## src/rtl/mips_multicycle_control.sv

```systemverilog
// -----------------------------------------------------------------------------
// mips_multicycle_control
//
// Moore control FSM for a multi-cycle MIPS datapath. Walks each instruction
// through fetch, decode, execute, memory and writeback. It drives every datapath
// mux select and write enable, waits on the unified memory's ready strobe, and
// counts retired instructions.
//
// Ports
//   clock        in   rising-edge system clock
//   reset        in   asynchronous active-high reset
//   opcode       in   IR[31:26]
//   funct        in   IR[5:0]
//   zero         in   ALU zero flag (the datapath gates pcWriteCond with it)
//   memReady     in   memory completes the current access this cycle
//   pcWrite      out  unconditional PC load
//   pcWriteCond  out  PC load when zero=1
//   iorD         out  memory address select: 0=PC, 1=ALUOut
//   memRead      out  memory read request
//   memWrite     out  memory write request
//   irWrite      out  IR load
//   regDst       out  write register: 00=rt, 01=rd, 10=$ra
//   memToReg     out  write data: 00=ALUOut, 01=MDR, 10=PC
//   regWrite     out  register file write enable
//   aluSrcA      out  0=PC, 1=A
//   aluSrcB      out  00=B, 01=4, 10=signext imm, 11=signext imm<<2
//   aluOp        out  00=add, 01=sub, 10=use funct
//   pcSource     out  00=ALU, 01=ALUOut, 10=jump target, 11=A
//   illegal      out  unsupported opcode trapped
//   state        out  current state code
//   instrCount   out  retired-instruction counter
// -----------------------------------------------------------------------------
module mips_multicycle_control #(
   parameter int COUNT_W = 32,
   parameter int STATE_W = 4
) (
   input  logic               clock,
   input  logic               reset,
   input  logic [5:0]         opcode,
   input  logic [5:0]         funct,
   input  logic               zero,
   input  logic               memReady,
   output logic               pcWrite,
   output logic               pcWriteCond,
   output logic               iorD,
   output logic               memRead,
   output logic               memWrite,
   output logic               irWrite,
   output logic [1:0]         regDst,
   output logic [1:0]         memToReg,
   output logic               regWrite,
   output logic               aluSrcA,
   output logic [1:0]         aluSrcB,
   output logic [1:0]         aluOp,
   output logic [1:0]         pcSource,
   output logic               illegal,
   output logic [STATE_W-1:0] state,
   output logic [COUNT_W-1:0] instrCount
);

   typedef enum logic [3:0] {
      S_FETCH     = 4'd0,
      S_DECODE    = 4'd1,
      S_MEM_ADDR  = 4'd2,
      S_MEM_READ  = 4'd3,
      S_MEM_WB    = 4'd4,
      S_MEM_WRITE = 4'd5,
      S_EXECUTE   = 4'd6,
      S_R_WB      = 4'd7,
      S_BRANCH    = 4'd8,
      S_JUMP      = 4'd9,
      S_JAL       = 4'd10,
      S_I_EXEC    = 4'd11,
      S_I_WB      = 4'd12,
      S_JR        = 4'd13,
      S_ILLEGAL   = 4'd14,
      S_UNUSED    = 4'd15
   } state_t;

   localparam logic [5:0] OP_RTYPE = 6'b000000;
   localparam logic [5:0] OP_LW    = 6'b100011;
   localparam logic [5:0] OP_SW    = 6'b101011;
   localparam logic [5:0] OP_BEQ   = 6'b000100;
   localparam logic [5:0] OP_J     = 6'b000010;
   localparam logic [5:0] OP_JAL   = 6'b000011;
   localparam logic [5:0] OP_ADDI  = 6'b001000;
   localparam logic [5:0] FN_JR    = 6'b001000;

   state_t             r_state;
   state_t             w_next_state;
   logic [COUNT_W-1:0] r_instr_count;
   logic               w_retire;

   // The branch decision itself is made in the datapath (pcWriteCond & zero),
   // so the flag is not needed here.
   logic w_unused_zero;
   assign w_unused_zero = zero;

   // NOTE: state registers use non-blocking assignments so every flop samples
   // the pre-edge value of the others; blocking here would create order races.
   always_ff @(posedge clock or posedge reset) begin
      if (reset) begin
         r_state <= S_FETCH;
      end else begin
         r_state <= w_next_state;
      end
   end

   // An instruction retires whenever the FSM returns to FETCH from elsewhere.
   // ILLEGAL never returns to FETCH, so trapped opcodes are not counted.
   assign w_retire = (r_state != S_FETCH) && (w_next_state == S_FETCH);

   always_ff @(posedge clock or posedge reset) begin
      if (reset) begin
         r_instr_count <= '0;
      end else if (w_retire) begin
         r_instr_count <= r_instr_count + COUNT_W'(1);
      end
   end

   always_comb begin
      // NOTE: every output gets a default first, so states that leave a signal
      // unmentioned drive 0 and no latch is inferred.
      w_next_state = S_FETCH;
      pcWrite      = 1'b0;
      pcWriteCond  = 1'b0;
      iorD         = 1'b0;
      memRead      = 1'b0;
      memWrite     = 1'b0;
      irWrite      = 1'b0;
      regDst       = 2'b00;
      memToReg     = 2'b00;
      regWrite     = 1'b0;
      aluSrcA      = 1'b0;
      aluSrcB      = 2'b00;
      aluOp        = 2'b00;
      pcSource     = 2'b00;
      illegal      = 1'b0;

      // Reset silences the outputs combinationally. Otherwise FETCH's memRead
      // would show while reset is held, and an in-flight memWrite would
      // survive until the clock edge.
      if (!reset) begin
         case (r_state)
            S_FETCH: begin
               memRead  = 1'b1;
               aluSrcB  = 2'b01;
               irWrite  = memReady;
               pcWrite  = memReady;
               w_next_state = memReady ? S_DECODE : S_FETCH;
            end
            S_DECODE: begin
               aluSrcB = 2'b11;
               case (opcode)
                  OP_RTYPE:     w_next_state = (funct == FN_JR) ? S_JR : S_EXECUTE;
                  OP_LW, OP_SW: w_next_state = S_MEM_ADDR;
                  OP_BEQ:       w_next_state = S_BRANCH;
                  OP_J:         w_next_state = S_JUMP;
                  OP_JAL:       w_next_state = S_JAL;
                  OP_ADDI:      w_next_state = S_I_EXEC;
                  default:      w_next_state = S_ILLEGAL;
               endcase
            end
            S_MEM_ADDR: begin
               aluSrcA = 1'b1;
               aluSrcB = 2'b10;
               w_next_state = (opcode == OP_LW) ? S_MEM_READ : S_MEM_WRITE;
            end
            S_MEM_READ: begin
               memRead = 1'b1;
               iorD    = 1'b1;
               w_next_state = memReady ? S_MEM_WB : S_MEM_READ;
            end
            S_MEM_WB: begin
               memToReg = 2'b01;
               regWrite = 1'b1;
            end
            S_MEM_WRITE: begin
               memWrite = 1'b1;
               iorD     = 1'b1;
               w_next_state = memReady ? S_FETCH : S_MEM_WRITE;
            end
            S_EXECUTE: begin
               aluSrcA = 1'b1;
               aluOp   = 2'b10;
               w_next_state = S_R_WB;
            end
            S_R_WB: begin
               regDst   = 2'b01;
               regWrite = 1'b1;
            end
            S_BRANCH: begin
               aluSrcA     = 1'b1;
               aluOp       = 2'b01;
               pcWriteCond = 1'b1;
               pcSource    = 2'b01;
            end
            S_JUMP: begin
               pcWrite  = 1'b1;
               pcSource = 2'b10;
            end
            S_JAL: begin
               // PC already holds PC+4 from FETCH, so $ra captures the return
               // address on the same edge that PC takes the jump target.
               regDst   = 2'b10;
               memToReg = 2'b10;
               regWrite = 1'b1;
               pcWrite  = 1'b1;
               pcSource = 2'b10;
            end
            S_I_EXEC: begin
               aluSrcA = 1'b1;
               aluSrcB = 2'b10;
               w_next_state = S_I_WB;
            end
            S_I_WB: begin
               regWrite = 1'b1;
            end
            S_JR: begin
               pcWrite  = 1'b1;
               pcSource = 2'b11;
            end
            S_ILLEGAL: begin
               illegal      = 1'b1;
               w_next_state = S_ILLEGAL;
            end
            default: begin
               // Code 15 is unreachable; recover to FETCH with all outputs idle.
               w_next_state = S_FETCH;
            end
         endcase
      end
   end

   assign state      = STATE_W'(r_state);
   assign instrCount = r_instr_count;

endmodule

```

## config.mk

```make
export PLATFORM = sky130hd
export DESIGN_NAME = mips_multicycle_control
export DESIGN_NICKNAME = d
export VERILOG_FILES = /design/src/rtl/mips_multicycle_control.sv
export SDC_FILE = /design/constraint.sdc
export NUM_CORES = 1
export LEC_CHECK = 0
export ABC_AREA = 1
export BUFFER_PORTS_ARGS = -buffer_cell sky130_fd_sc_hd__buf_4
export CORE_MARGIN = 2
export CORE_UTILIZATION = 50
export CTS_BUF_LIST = sky130_fd_sc_hd__clkbuf_4 sky130_fd_sc_hd__clkbuf_8
export DETAILED_ROUTE_END_ITERATION = 7
export PLACE_DENSITY_LB_ADDON = 0.2
export SLEW_MARGIN = 10
export SYNTH_ARGS = -nofsm -noshare
export SYNTH_HDL_FRONTEND = slang
export SYNTH_SLANG_ARGS = --single-unit
```

## constraint.sdc

```tcl
create_clock -name clock -period 2.8 [get_ports clock]
set_input_delay 0.14 -clock clock [delete_from_list [all_inputs] [get_ports clock]]
set_output_delay 0.14 -clock clock [all_outputs]
set_load 0.05 [all_outputs]
```

* After elaboration in Yosys (flattened, before gate mapping) *
Cells that the tools add are included.

storage, ports and cells
  bits of input ports = 16
  output and inout bits = 55
  logic and storage cells = 73
  register bits after elaboration = 36

cells by class
  muxes and demuxes = 36
  equality and inequality tests = 21
  reductions and logical operators = 13
  add/sub/neg operators = 1

operators by type and width
  operator                                              number
  adder 32 x 1 -> 32 bit (second input constant)        1
  one-hot mux 4 bit (8 select lines)                    1
  equality test 4 bit (second input constant)           7
  one-hot mux 4 bit (6 select lines)                    1
  2-to-1 mux 1 bit                                      18
  equality test 4 x 3 -> 1 bit (second input constant)  4
  equality test 6 x 2 -> 1 bit (second input constant)  2
  equality test 6 x 4 -> 1 bit (second input constant)  2
  equality test 6 bit (second input constant)           2
  one-hot mux 2 bit (2 select lines)                    3
  one-hot mux 2 bit (3 select lines)                    2
  2-to-1 mux 2 bit                                      5
  OR reduction 2 bit                                    5
  2-to-1 mux 3 bit                                      3
  equality test 4 x 2 -> 1 bit (second input constant)  2
  logical NOT 4 bit                                     2
  2-to-1 mux 4 bit                                      2
  OR reduction 4 bit                                    2
  equality test 6 x 3 -> 1 bit (second input constant)  1
  logical NOT 6 bit                                     1
  equality test 4 x 1 -> 1 bit (second input constant)  1
  nonzero test 4 bit                                    1
  OR reduction 3 bit                                    1
  one-hot mux 1 bit (2 select lines)                    1
  logical AND 1 bit                                     1

* Logic depth before layout (Yosys ltp) *
  depth in word-level cells = 7
  depth in mapped cells = 14
  gate-level depth less buffers = 13

* Worst setup path before layout *
Ideal clock, no wire load.

  kind = register to output
  start point = reg r_state[1], in the netlist state[1]
  end point = out pcWrite
  arrival = 2.588 ns
  stages on the path, launching flop included = 7
  path slack = 0.072 ns
  required time = 2.660 ns
  buffers on the path = 0
  cell sequence = dfrtp_1 nor2_1 inv_1 nor2_1 inv_1 nor3_1 or2_2

on the way
  longest elaborated chain between the ends = 4
  elaborated cells on any way between the ends = 7
  those cells by class = 3 x eq/ne; 2 x mux; 2 x reduce/logical

RTL lines
  item                                  RTL line  text
  start: declaration                    89        state_t r_state;
  start signal: assignment              105       r_state <= w_next_state;
  equality test 4 bit                   144       case (r_state)
  OR reduction 3 bit (no source line)   n/a
  one-hot mux 1 bit (2 select lines) *  144
  2-to-1 mux 1 bit *                    143       if (!reset) begin
  end: declaration                      43        output logic pcWrite,

Mark *: on every way between the ends. The rest lies on a longest branch, timed or not.

* Worst setup path in the final report *
  start point = in reset
  end point = out pcWrite

on the way
  longest elaborated chain between the ends = 1

RTL lines
  item                RTL line  text
  start: declaration  38        input logic reset,
  2-to-1 mux 1 bit    143

No other way between the ends.

==> impl_results.md <==
- Status: finished clean
- Area added between synthesis and finish: 20.8%
- Placed cell count: 572
- Power per cell area: 780 nW/um^2
- Final hold vios: 0
- H-tree levels: 2
- Vias in the first global route: 2830
- Min-delay src: memReady
- Remaining antenna violation count after routing: 0
- Largest net degree at the start of global routing: 33
- Slew Limit Fails: 0
- Initial Utilization: 51.3%
- Diode count: 0
- Core area: 5850 sq um
- Final Net Count: 522
- EDFF count, synth: 0
- Mapped Cells: 440
- YS warnings: 0
- Ratio of cells with drive above 1 in the final layout: 20.9%
- Main synth FF type: dfrtp_1
- Critical Path Start Type: primary input
- Fin crit share: 80.6%
- Arrival @ worst endpoint: 2.12 ns
- Slowest cell on the critical path: dlygate4sd3_1
- Clk root buf: clkbuf_8
- # DRC: 0
- Starting DRC count in detailed routing: 269
- Via count: 3055
- DP HPWL: 5850 microns
- Rows: 28
- Lkg Pwr: 1.93 nW
- Max cap viols: 0
- Clock Path Buffers: 2
- Peak VDD IR: 0.541 mV
- RSZ-0062 raised after global routing: false
- Worst hold path type: primary input to register
- Minimum clock period: 2.26 ns
- Worst Path Required: 2.66 ns
- Finished Layout Cells: 581
- CP Class: primary input to primary output
- Hold Slack: 0.352 ns
- Netlist cell types: 33
- GRT overflow: 0
- Total Power: 2.83 mW
- Register area share after synthesis: 30.0%
- Sum Neg Setup Slack: 0 ns
- Crit end category: primary output
- RePlAce Congestion: 0.917
- Final setup fails: 0
- CP delay by family, top: buffers and inverters
- R2R depth: 11
- Worst r2r src: state[2]$_DFF_PP0_
- Tightest Pin Transition: 0.647 ns
- IO Pins: 71
- Critical Path Max Stage Delay: 0.53 ns
- Post-synth top cells: nand2_1 (91), inv_1 (63), nand3_1 (58), nor2_1 (41), dfrtp_1 (36)
- Syn Area/Cell: 6.83 sq um
- Capture point of the worst reg-to-reg path: instrCount[8]$_DFFE_PP0P_
- Clock slew at reported path FFs: 0.07 ns
- Critical Path Fanout Max: 14
- Share of the synthesized area in the top cell type: 30.0%
- Post-route cell area: 3630 sq um
- First-pass GRT wire length: 13200 microns
- Synth area leader: dfrtp_1
- Worst clock skew: 0.0109 ns
- Buf/Inv on CP: 4
- Clock latency on the worst-skew pair: 0.29 ns
- Asr flop ratio synth: 100%
- Slew margin rel.: 56.7%
- Reg-to-reg slack, setup: 0.67 ns
- Hold Path Sink: state[2]$_DFF_PP0_
- Initial antenna violation count: 0
- Vias per cell: 5.26
- Post-Syn Area: 3000 sq um
- Post-CTS sizing: 0
- Hold path depth: 7
- CP cell instances: dlygate4sd3_1 -> buf_4 -> clkinv_1 -> nand3_1 -> nand2_1 -> or2_2 -> buf_4
- CP dominant cell by count: buf_4
- Tot GR Track Use: 25.4%
- Fmax: 443 MHz
- Syn_nets: 457
- CTS buffer count: 5
- TritonCTS Sinks: 36
- Top-count cell post-synth: nand2_1
- Input/output buffers: 69
- CTS tree: built
- Fillers: 556
- Instance area at placement: 3530 sq um
- Final wirelength: 7910 microns
- Die width: 81.5 microns
- Top post-synthesis cells by area: dfrtp_1 (30%), nand2_1 (11%), nand3_1 (9.7%)
- Number of synthesized register bits: 36
- TritonRoute pass-1 iters: 4
- Wire per inst: 13.6 microns
- Die height: 81.5 microns
- Die area: 6640 sq um
## cell families (layout without fill, tap and decap cells)
logic type,Yosys count,count (layout),share of synthesized area [%]
adder cells (fa/ha/maj),1,1,0.416
buffers and inverters,83,149,12.3
flip-flops,36,36,30.0
AND/OR/NAND/NOR,245,245,37.5
XOR/XNOR,29,29,8.45
AO/OA/AOI/OAI,46,46,11.3
## state kept, by name, summed over array words and instances, names as in the netlist
name	count
instrCount	32
state	4
## worst min-delay path, stage by stage
cell     delay (ns)
buf_4          0.09
nand2_1        0.05
nand4_1        0.07
nor2_1         0.04
nand2_2        0.10
nand2_2        0.06
inv_1          0.05
## how the worst max path moves through the flow
stage / from / end / slack, ns / depth (start not counted)
final: reset / pcWrite / 0.54 / 7
after global routing: reset / pcWrite / 0.43 / 7
after CTS: reset / pcWrite / 0.53 / 7
after detailed placement: state[2]$_DFF_PP0_ / instrCount[15]$_DFFE_PP0P_ / 0.66 / 11
after global placement: state[2]$_DFF_PP0_ / instrCount[8]$_DFFE_PP0P_ / 0.72 / 11
after floorplan: state[1]$_DFF_PP0_ / pcWrite / 0.07 / 6
## power by group
group / leakage, nW / switching, mW / internal [mW]
Combinational: 1.40 / 1.11 / 0.468
Clock: 0.0510 / 0.196 / 0.197
Sequential: 0.484 / 0.202 / 0.658
## cell usage in the layout (no fill, tap or decap), types with 2 or more instances in the layout
cell       n
a21oi_1    4
buf_4     73
clkbuf_8   6
clkinv_2   2
dfrtp_1   36
inv_1     63
inv_2      3
nand2_1   91
nand2_2    9
nand3_1   58
nand4_1   11
nor2_1    41
nor2_2     5
nor3_1    23
o21ai_0    2
o21bai_1  33
or2_2      2
xor2_1    29
## metal layers
layer | GRT usage [%] | vias up | wire [microns] | part of all wire [%]
met5 | 0 | - | 0 | 0
met4 | 5.93 | 0 | 85 | 1.1
met3 | 3.41 | 9 | 493 | 6.2
met2 | 41.2 | 102 | 3600 | 45
met1 | 36.0 | 1402 | 3740 | 47
li1 | - | 1542 | - | -
## layout make-up
class	count	area [sq um]	area share, %
Sequential cell	36	901	24.8
Inverter	67	251	6.93
Timing Repair Buffer	74	558	15.4
Clock inverter	2	10.0	0.276
Tap cell	75	93.8	2.59
Clock buffer	6	82.6	2.28
Multi-Input combinational cell	321	1730	47.7
## metrics by stage
| stage | setup WS (ns) | util, % |
|---|---|---|
| final | 0.544 | 62.0 |
| after global routing | 0.425 | 62.0 |
| after CTS | 0.533 | 62.0 |
| after detailed placement | 0.662 | 60.3 |
| after global placement | 0.717 | 60.3 |
| after floorplan | 0.0719 | - |
## repair_timing
action / 4_1_cts / 5_1_grt
setup buffers: 0 / 0
hold endpoints to repair: 2 / 0
hold buffers: 1 / 0
Power figures use the tool's default switching activity.
